$ cat config.mk
export PLATFORM = sky130hd
export DESIGN_NAME = i2c_seg_display
export DESIGN_NICKNAME = d
export VERILOG_FILES = /design/src/rtl/seg_pkg.sv /design/src/rtl/seg7_decode.sv /design/src/rtl/i2c_seg_display.sv
export SDC_FILE = /design/constraint.sdc
export NUM_CORES = 1
export LEC_CHECK = 0
export ABC_AREA = 1
export CORE_UTILIZATION = 58
export DETAILED_ROUTE_END_ITERATION = 8
export GPL_ROUTABILITY_DRIVEN = 0
export HOLD_SLACK_MARGIN = 0.12
export PLACE_DENSITY = 0.8
export SLEW_MARGIN = 10
export SYNTH_ARGS = -nofsm -noshare
export SYNTH_HDL_FRONTEND = slang
export SYNTH_SLANG_ARGS = --single-unit
$ cat constraint.sdc
create_clock -name clk -period 2.6 [get_ports clk]
set_clock_uncertainty 0.05 [all_clocks]
set_input_delay 0.39 -clock clk [delete_from_list [all_inputs] [get_ports clk]]
set_output_delay 0.39 -clock clk [all_outputs]
set_load 0.01 [all_outputs]
$ cat src/rtl/seg_pkg.sv
// Shared definitions for the 7-segment display path.
//   digit_idx_t : 2-bit scan slot index (0 = rightmost digit)
//   SEG_OFF     : active-high pattern with every segment dark
//   HEX_SEG     : nibble to active-high {g,f,e,d,c,b,a} pattern table
package seg_pkg;

    typedef logic [1:0] digit_idx_t;

    localparam logic [6:0] SEG_OFF = 7'h00;

    localparam logic [6:0] HEX_SEG [0:15] = '{
        7'h3F, 7'h06, 7'h5B, 7'h4F,
        7'h66, 7'h6D, 7'h7D, 7'h07,
        7'h7F, 7'h6F, 7'h77, 7'h7C,
        7'h39, 7'h5E, 7'h79, 7'h71
    };

endpackage

$ cat src/rtl/seg7_decode.sv
// Combinational hex-digit decoder.
//   nibble  : 4-bit value to display
//   pattern : active-high segment pattern {g,f,e,d,c,b,a}
module seg7_decode
    import seg_pkg::*;
(
    input  logic [3:0] nibble,
    output logic [6:0] pattern
);

    assign pattern = HEX_SEG[nibble];

endmodule

$ cat src/rtl/i2c_seg_display.sv
// Latches the I2C master's data and state bytes on an update strobe and shows
// them as four hex digits on a time-multiplexed 7-segment display.
//   clk, reset : system clock, asynchronous active-low reset
//   out, state : data and state bytes from the master driver
//   ready      : controller ready; when low, the rightmost decimal point blinks
//   update     : single-cycle capture strobe for out/state
//   seg        : segments {g,f,e,d,c,b,a}
//   dp         : decimal point
//   dig        : digit enables, dig[0] is the rightmost digit
// seg/dp/dig are active-low when COMMON_ANODE = 1, active-high otherwise.
module i2c_seg_display
    import seg_pkg::*;
#(
    parameter int unsigned DIGIT_DIV    = 50000,
    parameter int unsigned BLANK_CYC    = 64,
    parameter int unsigned BLINK_DIV    = 12500000,
    parameter bit          COMMON_ANODE = 1'b1
) (
    input  logic       clk,
    input  logic       reset,
    input  logic [7:0] out,
    input  logic [7:0] state,
    input  logic       ready,
    input  logic       update,
    output logic [6:0] seg,
    output logic       dp,
    output logic [3:0] dig
);

    localparam int unsigned DIV_W   = (DIGIT_DIV > 1) ? $clog2(DIGIT_DIV) : 1;
    localparam int unsigned BLINK_W = (BLINK_DIV > 1) ? $clog2(BLINK_DIV) : 1;

    localparam logic [DIV_W-1:0]   DIV_LAST   = DIV_W'(DIGIT_DIV - 1);
    localparam logic [DIV_W-1:0]   BLANK_END  = DIV_W'(BLANK_CYC);
    localparam logic [BLINK_W-1:0] BLINK_LAST = BLINK_W'(BLINK_DIV - 1);

    // XOR masks turn active-high internal values into pin polarity.
    localparam logic [6:0] SEG_POL = {7{COMMON_ANODE}};
    localparam logic [3:0] DIG_POL = {4{COMMON_ANODE}};

    logic [7:0]         data_q;
    logic [7:0]         state_q;
    logic [DIV_W-1:0]   div_cnt;
    digit_idx_t         idx;
    logic [BLINK_W-1:0] blink_cnt;
    logic               blink;

    logic [3:0] nibble_p0;
    logic [6:0] seg_p0;
    logic       dp_p0;
    logic [3:0] dig_p0;

    always_ff @(posedge clk or negedge reset) begin
        if (!reset) begin
            data_q  <= 8'h00;
            state_q <= 8'h00;
        end else if (update) begin
            data_q  <= out;
            state_q <= state;
        end
    end

    always_ff @(posedge clk or negedge reset) begin
        if (!reset) begin
            div_cnt <= '0;
            idx     <= '0;
        end else if (div_cnt == DIV_LAST) begin
            div_cnt <= '0;
            idx     <= idx + 2'd1;
        end else begin
            div_cnt <= div_cnt + 1'b1;
        end
    end

    always_ff @(posedge clk or negedge reset) begin
        if (!reset) begin
            blink_cnt <= '0;
            blink     <= 1'b0;
        end else if (blink_cnt == BLINK_LAST) begin
            blink_cnt <= '0;
            blink     <= ~blink;
        end else begin
            blink_cnt <= blink_cnt + 1'b1;
        end
    end

    // Stage p0: select the nibble for the current slot and decode it.
    always_comb begin
        nibble_p0 = data_q[3:0];
        dp_p0     = 1'b0;
        unique case (idx)
            2'd0: begin
                nibble_p0 = data_q[3:0];
                dp_p0     = ~ready & blink;
            end
            2'd1: nibble_p0 = data_q[7:4];
            2'd2: begin
                nibble_p0 = state_q[3:0];
                dp_p0     = 1'b1;
            end
            2'd3: nibble_p0 = state_q[7:4];
            default: nibble_p0 = data_q[3:0];
        endcase
    end

    seg7_decode u_decode (
        .nibble  (nibble_p0),
        .pattern (seg_p0)
    );

    // The segment lines settle during the blank window, so only dig is gated.
    assign dig_p0 = (div_cnt >= BLANK_END) ? (4'b0001 << idx) : 4'b0000;

    // Stage p1: registered outputs in pin polarity.
    always_ff @(posedge clk or negedge reset) begin
        if (!reset) begin
            seg <= SEG_OFF ^ SEG_POL;
            dp  <= COMMON_ANODE;
            dig <= DIG_POL;
        end else begin
            seg <= seg_p0 ^ SEG_POL;
            dp  <= dp_p0 ^ COMMON_ANODE;
            dig <= dig_p0 ^ DIG_POL;
        end
    end

endmodule

==> results.md <==
- Status: complete, no violations
- WP data arrival: approximately 2.5 ns
- Max Clock Freq: approximately 450 MHz
- Syn avg cell area: 7.82 um^2
- Hold path startpoint: blink
- PD cells: between 500 and 600 mW/mm^2
- Setup Fix Bufs, Post-CTS: 0
- Via count: between 3000 and 4000
- Worst-margin pin slew: between 0.4 and 0.5 ns
- Port Buffers: 31
- Max Slew Vio Count: 0
- CTS buffer count: 9
- Clock tree buffer depth: 2
- Initial DRC Count: 170
- Cells after Synth: approximately 500
- Worst path cell trace: inv_1, ha_1, inv_2, nand2_1, o21ai_0, inv_1, ha_1, nand3_1, nand2_1, nand2_1, nand2_1
- # resized after CTS: 0
- First-pass GRT wire length: between 10000 and 15000 um
- Register bit total from synthesis: between 70 and 80
- DIE AREA: 0.00706 mm^2
- Row cnt: 29
- RSZ-0062 raised after global routing: false
- Hold Path Cell Cnt: 2
- HPWL Detailed: between 6000 and 7000 um
- Clk pin slew, worst setup/hold paths: 0.08 ns
- Starting Density: 0.607
- Crit-path slowest cell: o21ai_0
- CP most frequent cell: nand2_1
- Post-route ant nets: 0
- Fin Setup TNS: 0 ns
- I/O pins: 32
- Commonest non-fill, non-tap cells in the layout: nand2_1 (148), nor2_1 (72), inv_1 (61)
- Hold Crit Class: flip-flop to flip-flop
- Drt first pass iters: 4
- Clk sinks: 71
- Crit path max fanout: 6
- Share of cells above drive strength 1: 0.138
- Slew headroom: 0.674
- Antenna Cells: 0
- Cell Area, Placed: ~0.0043 mm^2
- Reg2Reg Depth: 11
- GR Util All Layers: 0.256
- H-tree depth: 3
- Crit share post-route: 0.863
- Hold worst-path end: blink
- Worst Path Required: approximately 2.9 ns
- Max-cap violation count: 0
- Worst path max stage delay: 0.41 ns
- Post-Route WL: between 8000 and 9000 um
- Via density: 5.22
- Kind of critical path: flip-flop to flip-flop
- Global route overflow: 0
- Worst vdd ir: between 0.4 and 0.5 mV
- Clk_lat worst skew: 0.35 ns
- Initial antenna violation count: 0
- Seq/Total Area, Yosys: 0.459
- Vias in the first global route: around 3200
- Reg2reg start: idx[0]
- Cell Area, Synth: about 0.004 mm^2
- CTS tree: done
- Static Leak: between 2 and 2.5 nW
- Core area: between 0.006 and 0.007 mm^2
- Commonest non-fill, non-tap cell in the layout: nand2_1
- Distinct cells, synth: 27
- Flop2flop setup slack: approximately 0.36 ns
- Area Growth Syn to Fin: 17.7%
- Filler instances: roughly 480
- Design Area, Final: approximately 0.0046 mm^2
- CP Launch Type: flip-flop
- Mean routed wirelength per cell: 12.9 um
- Crit Reg-Reg Endpoint: seg[3]
- Largest net degree at the start of global routing: 33
- DIE HEIGHT: approximately 84 um
- Final setup violating endpoints: 0
- Synthesis Warnings: 0
- Die width: between 80 and 90 um
- Critical Path End Type: flip-flop
- Post-route DRC: 0
- CTS Root Cell: clkbuf_8
- Total power draw: around 2.4 mW
- Final hold vios: 0
- Fin nets: ~580
- Syn Nets: around 530
- Crit path time final: between 2 and 2.5 ns
==> cell type report <==
type / instances / area (um^2) / area share
clock buffer: 10 / 128 / 0.0278
tap: 77 / 96.3 / 0.0210
timing repair buffer: 38 / 373 / 0.0812
sequential: 71 / 1790 / 0.390
multi-input combinational: 359 / 1840 / 0.402
clock inverter: 6 / 110 / 0.0240
inverter: 66 / 249 / 0.0542
==> routing by layer <==
layer / global-route usage / routed length, um
met2: 0.420 / 3890
met1: 0.334 / 3700
met5: 0 / 0
met4: 0.121 / 198
met3: 0.0396 / 267
==> Yosys cell counts (all sizes together) <==
| library cell | instances | area share |
|---|---|---|
| nand2 | 154 | 0.15 |
| nor2 | 90 | 0.10 |
| inv | 65 | 0.063 |
| dfrtp | 59 | 0.38 |
| nand3 | 25 | 0.032 |
| o21ai | 17 | 0.022 |
| ha | 14 | 0.045 |
| xor2 | 14 | 0.031 |
| dfstp | 12 | 0.081 |
| nand4 | 12 | 0.019 |
| mux2 | 11 | 0.032 |
| nor3 | 10 | 0.015 |
| a21oi | 6 | 0.0077 |
| xnor2 | 3 | 0.0067 |
| buf | 2 | 0.0032 |
| and2 | 1 | 0.0016 |
| clkbuf | 1 | 0.00096 |
| clkinv | 1 | 0.0013 |
| nor4 | 1 | 0.0016 |
| o21bai | 1 | 0.0019 |
==> report_power, final <==
| group | internal (mW) | switching (mW) | total, mW |
|---|---|---|---|
| Sequential | 1.15 | 0.0168 | 1.17 |
| Combinational | 0.103 | 0.104 | 0.207 |
| Clock | 0.636 | 0.426 | 1.06 |
| Total | 1.89 | 0.547 | 2.44 |
==> state kept, by name (all words and copies together) (netlist names) <==
register,flops
seg,7
state_q,8
dp,1
dig,4
div_cnt,16
blink_cnt,24
data_q,8
blink,1
idx,2
==> worst max-delay path: cells and delay by family (launching register included) <==
kind	cells	cell delay, ns
compound gates	1	0.41
fa+ha+maj	2	0.64
buf+inv	3	0.38
flops	1	0.39
simple gates	5	0.34
==> how the worst max path moves through the flow <==
stage	start	end	depth (start not counted)
4_1_cts	idx[0]	seg[3]	11
2_1_floorplan	idx[0]	seg[3]	11
5_1_grt	idx[0]	seg[3]	11
3_5_place_dp	idx[0]	seg[3]	11
3_3_place_gp	idx[0]	seg[3]	11
6_report	idx[0]	seg[3]	11
==> what timing repair did <==
item	4_1_cts	5_1_grt
hold buffers	1	0
hold endpoints to repair	20	0
setup endpoints to repair	0	0
==> logic make-up after synthesis <==
logic type	count (synthesis)	synth area share
AND/OR/NAND/NOR	293	0.326
flip-flops	71	0.459
buffers and inverters	69	0.0680
AO/OA/AOI/OAI	24	0.0314
XOR/XNOR	17	0.0382
adder cells (fa/ha/maj)	14	0.0449
multiplexers	11	0.0318
==> metrics by stage <==
step                      std cells   util  hold slack, ns  setup slack, ns
final                           627  0.715           0.440            0.355
after global routing            627  0.715           0.481            0.128
after CTS                       627  0.715           0.444            0.341
after detailed placement        610  0.676           0.341            0.407
after global placement          610  0.676           0.331            0.535
after floorplan                 499      -          0.0444            0.563
Note: power is estimated with default switching activity, not from simulation.
